--- src/rtl/data_mem_arbiter_if.sv ---
// Requester-side bundle for one data_mem_arbiter port (CPU load/store or debug/loader).
// The requester drives the request fields; the arbiter answers with gnt and later rvalid/rdata.
interface data_mem_arbiter_if #(
  parameter int ADDR_WIDTH = 3,
  parameter int DATA_WIDTH = 8
);
  // Handshake: req acts as valid and gnt as ready, and a transfer happens on any cycle
  // with req && gnt. The requester holds req, we, addr, wdata and lock stable until it
  // sees gnt. On the next cycle it either drops req or presents a new request. A granted
  // read returns exactly one rvalid pulse one cycle later. A write has no response.
  logic                  req;
  logic                  we;
  logic [ADDR_WIDTH-1:0] addr;
  logic [DATA_WIDTH-1:0] wdata;
  logic                  lock;
  logic                  gnt;
  logic                  rvalid;
  logic [DATA_WIDTH-1:0] rdata;

  modport master (
    output req, we, addr, wdata, lock,
    input  gnt, rvalid, rdata
  );

  modport slave (
    input  req, we, addr, wdata, lock,
    output gnt, rvalid, rdata
  );
endinterface

--- src/rtl/data_mem_arbiter.sv ---
// Round-robin arbiter with per-port lock in front of the single-port data memory.
// Defining MEM_ARB_FIXED_PRIO_EN makes port A always win contention and drops the prio register.
module data_mem_arbiter #(
  parameter int ADDR_WIDTH = 3,
  parameter int DATA_WIDTH = 8
) (
  input  logic                  clk,
  input  logic                  rst,
  data_mem_arbiter_if.slave     port_a,
  data_mem_arbiter_if.slave     port_b,
  output logic [ADDR_WIDTH-1:0] mem_addr,
  output logic                  mem_rd_en,
  output logic                  mem_wr_en,
  output logic [DATA_WIDTH-1:0] mem_wdata,
  input  logic [DATA_WIDTH-1:0] mem_rdata,
  output logic [1:0]            state_dbg
);

  localparam logic [1:0] ARB    = 2'd0;
  localparam logic [1:0] LOCK_A = 2'd1;
  localparam logic [1:0] LOCK_B = 2'd2;

  logic [1:0] state;
  logic [1:0] rd_owner;
  logic       gnt_a;
  logic       gnt_b;
  logic       favour_b;

`ifdef MEM_ARB_FIXED_PRIO_EN
  assign favour_b = 1'b0;
`else
  logic prio;

  // prio moves only on grants issued in ARB; it stays frozen while a lock is held.
  always_ff @(posedge clk) begin
    if (rst) begin
      prio <= 1'b0;
    end else if (state == ARB && (gnt_a || gnt_b)) begin
      prio <= gnt_a;
    end
  end

  assign favour_b = prio;
`endif

  always_comb begin
    gnt_a = 1'b0;
    gnt_b = 1'b0;
    if (!rst) begin
      case (state)
        ARB: begin
          if (port_a.req && (!port_b.req || !favour_b)) begin
            gnt_a = 1'b1;
          end else if (port_b.req) begin
            gnt_b = 1'b1;
          end
        end
        LOCK_A:  gnt_a = port_a.req;
        LOCK_B:  gnt_b = port_b.req;
        default: ;
      endcase
    end
  end

  // The lock owner is still served on the cycle it drops lock; the other port waits one more cycle.
  always_ff @(posedge clk) begin
    if (rst) begin
      state <= ARB;
    end else begin
      case (state)
        ARB: begin
          if (gnt_a && port_a.lock) begin
            state <= LOCK_A;
          end else if (gnt_b && port_b.lock) begin
            state <= LOCK_B;
          end
        end
        LOCK_A:  if (!port_a.lock) state <= ARB;
        LOCK_B:  if (!port_b.lock) state <= ARB;
        default: state <= ARB;
      endcase
    end
  end

  always_comb begin
    mem_addr  = '0;
    mem_wdata = '0;
    mem_rd_en = 1'b0;
    mem_wr_en = 1'b0;
    if (gnt_a) begin
      mem_addr  = port_a.addr;
      mem_wdata = port_a.wdata;
      mem_rd_en = ~port_a.we;
      mem_wr_en = port_a.we;
    end else if (gnt_b) begin
      mem_addr  = port_b.addr;
      mem_wdata = port_b.wdata;
      mem_rd_en = ~port_b.we;
      mem_wr_en = port_b.we;
    end
  end

  // rd_owner tracks the memory's one-cycle read latency.
  always_ff @(posedge clk) begin
    if (rst) begin
      rd_owner <= 2'b00;
    end else begin
      rd_owner <= {gnt_b & ~port_b.we, gnt_a & ~port_a.we};
    end
  end

  // Gating with rst drops a read already in flight when reset lands on its return cycle.
  assign port_a.gnt    = gnt_a;
  assign port_b.gnt    = gnt_b;
  assign port_a.rvalid = rd_owner[0] & ~rst;
  assign port_b.rvalid = rd_owner[1] & ~rst;
  assign port_a.rdata  = mem_rdata;
  assign port_b.rdata  = mem_rdata;
  assign state_dbg     = state;

endmodule
--- src/flat_wrapper.sv ---
// flat-port wrapper written by rule: the top's interface ports become plain ports
module data_mem_arbiter_flat 
#(
  parameter int ADDR_WIDTH = 3,
  parameter int DATA_WIDTH = 8
)
  (clk, rst, mem_addr, mem_rd_en, mem_wr_en, mem_wdata, mem_rdata, state_dbg, port_a_req, port_a_we, port_a_addr, port_a_wdata, port_a_lock, port_a_gnt, port_a_rvalid, port_a_rdata, port_b_req, port_b_we, port_b_addr, port_b_wdata, port_b_lock, port_b_gnt, port_b_rvalid, port_b_rdata);
  data_mem_arbiter_if #(.ADDR_WIDTH(ADDR_WIDTH), .DATA_WIDTH(DATA_WIDTH)) port_a_i ();
  data_mem_arbiter_if #(.ADDR_WIDTH(ADDR_WIDTH), .DATA_WIDTH(DATA_WIDTH)) port_b_i ();
  input  logic clk;
  input  logic rst;
  output logic [ADDR_WIDTH-1:0] mem_addr;
  output logic mem_rd_en;
  output logic mem_wr_en;
  output logic [DATA_WIDTH-1:0] mem_wdata;
  input  logic [DATA_WIDTH-1:0] mem_rdata;
  output logic [1:0] state_dbg;
  input wire logic [$bits(port_a_i.req)-1:0] port_a_req;
  input wire logic [$bits(port_a_i.we)-1:0] port_a_we;
  input wire logic [$bits(port_a_i.addr)-1:0] port_a_addr;
  input wire logic [$bits(port_a_i.wdata)-1:0] port_a_wdata;
  input wire logic [$bits(port_a_i.lock)-1:0] port_a_lock;
  output wire logic [$bits(port_a_i.gnt)-1:0] port_a_gnt;
  output wire logic [$bits(port_a_i.rvalid)-1:0] port_a_rvalid;
  output wire logic [$bits(port_a_i.rdata)-1:0] port_a_rdata;
  input wire logic [$bits(port_b_i.req)-1:0] port_b_req;
  input wire logic [$bits(port_b_i.we)-1:0] port_b_we;
  input wire logic [$bits(port_b_i.addr)-1:0] port_b_addr;
  input wire logic [$bits(port_b_i.wdata)-1:0] port_b_wdata;
  input wire logic [$bits(port_b_i.lock)-1:0] port_b_lock;
  output wire logic [$bits(port_b_i.gnt)-1:0] port_b_gnt;
  output wire logic [$bits(port_b_i.rvalid)-1:0] port_b_rvalid;
  output wire logic [$bits(port_b_i.rdata)-1:0] port_b_rdata;
  assign port_a_i.req = port_a_req;
  assign port_a_i.we = port_a_we;
  assign port_a_i.addr = port_a_addr;
  assign port_a_i.wdata = port_a_wdata;
  assign port_a_i.lock = port_a_lock;
  assign port_a_gnt = port_a_i.gnt;
  assign port_a_rvalid = port_a_i.rvalid;
  assign port_a_rdata = port_a_i.rdata;
  assign port_b_i.req = port_b_req;
  assign port_b_i.we = port_b_we;
  assign port_b_i.addr = port_b_addr;
  assign port_b_i.wdata = port_b_wdata;
  assign port_b_i.lock = port_b_lock;
  assign port_b_gnt = port_b_i.gnt;
  assign port_b_rvalid = port_b_i.rvalid;
  assign port_b_rdata = port_b_i.rdata;
  data_mem_arbiter #(.ADDR_WIDTH(ADDR_WIDTH), .DATA_WIDTH(DATA_WIDTH)) u_core (.clk(clk), .rst(rst), .port_a(port_a_i), .port_b(port_b_i), .mem_addr(mem_addr), .mem_rd_en(mem_rd_en), .mem_wr_en(mem_wr_en), .mem_wdata(mem_wdata), .mem_rdata(mem_rdata), .state_dbg(state_dbg));
endmodule
--- config.mk ---
export PLATFORM = sky130hd
export DESIGN_NAME = data_mem_arbiter_flat
export DESIGN_NICKNAME = d
export VERILOG_FILES = /design/src/rtl/data_mem_arbiter_if.sv /design/src/rtl/data_mem_arbiter.sv /design/src/flat_wrapper.sv
export SDC_FILE = /design/constraint.sdc
export NUM_CORES = 1
export LEC_CHECK = 0
export CORE_UTILIZATION = 23
export DETAILED_ROUTE_END_ITERATION = 8
export PLACE_DENSITY = 0.79
export SYNTH_ARGS = -nofsm -noshare
export SYNTH_HDL_FRONTEND = slang
export SYNTH_SLANG_ARGS = --single-unit
--- constraint.sdc ---
create_clock -name clk -period 1.9 [get_ports clk]
set_input_delay 0.475 -clock clk [delete_from_list [all_inputs] [get_ports clk]]
set_output_delay 0.475 -clock clk [all_outputs]
set_load 0.01 [all_outputs]
==> impl_results.rst <==
.. list-table::
   :header-rows: 1

   * - Metric
     - Value
   * - Commonest non-fill, non-tap cells in the layout
     - clkdlybuf4s50_1 (28), buf_2 (13), buf_4 (12)
   * - Class of the tightest hold or removal check
     - reg -> reg
   * - Crit-path slowest cell
     - dfxtp_4
   * - Clock insertion delay at the later pin of the skew report
     - 0.24 ns
   * - Final setup violation count
     - 13
   * - Gate count of the mapped netlist
     - 56
   * - Avg WL per Cell
     - 14.0 um
   * - Met3 capacity usage during global routing
     - 0.0660
   * - Vias in the first global route
     - 584
   * - Slew at the pin with the worst max-slew slack
     - 0.271 ns
   * - Number of nets in the synthesized netlist
     - 94
   * - Final period utilization
     - 1.03
   * - Via-per-instance ratio
     - 4.60
   * - Final core utilization
     - 0.518
   * - Die Wd
     - 48.7 um
   * - Number of placement rows
     - 16
   * - Worst-path fanout max
     - 13
   * - Cell family with the largest share of critical-path delay
     - buffers and inverters
   * - Filler instances
     - 187
   * - Placed Instances
     - 124
   * - Root buf cell
     - clkbuf_4
   * - Average instance area after synthesis
     - 8.96 um^2
   * - DRC
     - 0
   * - Number of input and output port buffers inserted
     - 48
   * - Longest Clk Path Bufs
     - 2
   * - Overall overflow remaining after global route
     - 0
   * - Total inserted antenna cells
     - 0
   * - PwrDens
     - 448 mW/mm^2
   * - GR Util met1
     - 0.159
   * - Synth unique cells
     - 18
   * - Overall routed net length
     - 1.86 mm
   * - Max stage delay on crit path
     - 0.36 ns
   * - Length of the first detailed-routing pass in iterations
     - 4
   * - Setup TNS
     - -0.445 ns
   * - Post-Syn Area
     - 502 um^2
   * - Fin worst setup slack
     - -0.0518 ns
   * - Number of clock sinks
     - 5
   * - Most common cell after layout, fill and taps aside
     - clkdlybuf4s50_1
   * - Slew Viols, Final
     - 0
   * - Violations in the final reports
     - negative setup slack
   * - R2r setup slk
     - 0.70 ns
   * - Growth of design area from synthesis to finish
     - 107%
   * - Critical path required time
     - 1.42 ns
   * - Number of antenna violations at the first check in global routing
     - 0
   * - # Max-Cap Violations
     - 0
   * - Total Die Area
     - 0.00237 mm^2
   * - Total number of vias
     - 612
   * - Global-route usage over all layers
     - 0.163
   * - Worst Setup Path Type
     - reg -> out
   * - Sequence of cells on the critical path
     - buf_6, and3b_4, nor3_4, buf_12, a22o_1, buf_2
   * - Max VDD drop
     - 0.000263 V
   * - Wire length of the first global-routing pass
     - 2.87 mm
   * - Buffers and inverters on the worst path
     - 3
   * - Startpoint types
     - flop
   * - Upper clock frequency limit
     - 512 MHz
   * - Kind of capture point of the worst setup path
     - output port
   * - Maximum level of the CTS H-tree
     - 1
   * - Part of the Yosys area used for sequential elements
     - 0.200
   * - Synthesis warning total
     - 0
   * - Status
     - complete, but fails checks
   * - Number of top-level design ports
     - 73
   * - Global routing met2 resource utilization
     - 0.303
   * - Static leakage
     - 0.480 nW
   * - Clock edge transition at the registers on the reported setup and hold paths
     - 0.05 ns
   * - Area of the placeable core
     - 0.00200 mm^2
   * - DP HPWL
     - 1.36 mm
   * - WP data arrival
     - 1.48 ns
   * - Die height
     - 48.7 um
   * - GP Congestion
     - 0.753
   * - Setup Skew
     - 0.00573 ns
   * - TritonCTS clock tree
     - yes
   * - Final Hold Fails
     - 0
   * - Layer with the highest usage after global routing
     - met2
   * - Non-filler cells in the finished layout
     - 133
   * - Number of violations reported at the end of detailed-routing iteration 0
     - 5
   * - Power Total
     - 464 uW
   * - Maximum number of pins on one net before global-route repair
     - 14
   * - Area occupied by multi-input gates
     - 307 um^2
   * - Yosys reg bits
     - 5
   * - Share of final-layout standard cells stronger than drive strength 1
     - 0.472
   * - Initial standard-cell utilization of the core
     - 0.251
   * - Register area
     - 105 um^2
   * - Min cycle time layout
     - 1.95 ns
   * - Worst-case headroom to the max-slew limit
     - 0.817
   * - Setup repair after global routing missed its margin
     - true
   * - Nets
     - 145
   * - CTS Buf Count
     - 3
   * - Number of nets with antenna violations after detailed routing
     - 0
power by group:
group | leakage [nW] | total [mW] | internal (mW) | switching, mW
combinational | 0.423 | 0.226 | 0.143 | 0.0831
clock | 0.0150 | 0.122 | 0.0794 | 0.0426
sequential | 0.0421 | 0.116 | 0.111 | 0.00471
total | 0.480 | 0.464 | 0.334 | 0.130
state kept, by name (all words and copies together), names as in the netlist:
signal / cells
u_core.favour_b: 1
u_core.rd_owner: 2
u_core.state_dbg: 2
per-stage QoR:
| step | hold slack (ns) | setup slack (ns) | cell area (um^2) |
|---|---|---|---|
| finish | 0.570 | -0.0518 | 1040 |
| global route | 0.576 | -0.111 | 1040 |
| CTS | 0.541 | -0.106 | 1030 |
| detailed placement | 0.523 | -0.792 | 975 |
| global placement | 0.507 | -0.768 | 975 |
| floorplan | 0.499 | 0.158 | 502 |
final timing paths:
| kind | startpoint | end | cells past startpoint |
|---|---|---|---|
| setup / recovery | u_core.favour_b$_SDFFE_PP0P_ | mem_wdata[1] | 6 |
| hold / removal | u_core.state_dbg[0]$_SDFFE_PP0P_ | u_core.state_dbg[1]$_SDFFE_PP0P_ | 2 |
| setup reg to reg | u_core.favour_b$_SDFFE_PP0P_ | u_core.favour_b$_SDFFE_PP0P_ | 6 |
| hold reg to reg | u_core.state_dbg[0]$_SDFFE_PP0P_ | u_core.state_dbg[1]$_SDFFE_PP0P_ | 2 |
repair_timing:
action	4_1_cts	5_1_grt
gates resized for setup	83	9
hold buffers	0	0
cloned	1	0
pin swaps	4	6
setup endpoints to repair	17	16
setup buffers	5	1
routing by layer:
metal  share of wire  wire length, um
met1            0.35              646
met3           0.099              184
met5               0                0
met4               0                0
met2            0.55             1030
synth_stat cells:
| cell | n | area share |
|---|---|---|
| a21oi_1 | 3 | 0.030 |
| a22o_1 | 9 | 0.16 |
| a22o_2 | 3 | 0.060 |
| and3b_4 | 1 | 0.025 |
| buf_2 | 1 | 0.010 |
| buf_4 | 17 | 0.25 |
| buf_6 | 1 | 0.022 |
| dfxtp_1 | 5 | 0.20 |
| nand2_1 | 1 | 0.0075 |
| nand2b_1 | 4 | 0.050 |
| nor2b_1 | 2 | 0.025 |
| nor3_2 | 1 | 0.020 |
| nor3_4 | 1 | 0.032 |
| nor3b_2 | 1 | 0.025 |
| nor4_1 | 2 | 0.025 |
| nor4b_1 | 2 | 0.035 |
| o21ai_0 | 1 | 0.010 |
| or2_1 | 1 | 0.012 |
area by class of cell:
| class | count | share of cell area |
|---|---|---|
| multi-input combinational | 32 | 0.296 |
| clock buffer | 4 | 0.0253 |
| tap | 27 | 0.0326 |
| timing repair buffer | 65 | 0.545 |
| sequential | 5 | 0.101 |
kinds of logic after synthesis:
group | after synthesis | share of synthesized area
buffers and inverters | 19 | 0.287
AND/OR/NAND/NOR | 16 | 0.257
AO/OA/AOI/OAI | 16 | 0.257
flip-flops | 5 | 0.200
tightest hold or removal path, delay by kind of cell (launching register included):
kind | cells | cell delay, ns
AND/OR/NAND/NOR | 1 | 0.04
flip-flops | 1 | 0.34
buffers and inverters | 1 | 0.14
Note: power is estimated with default switching activity, not from simulation.
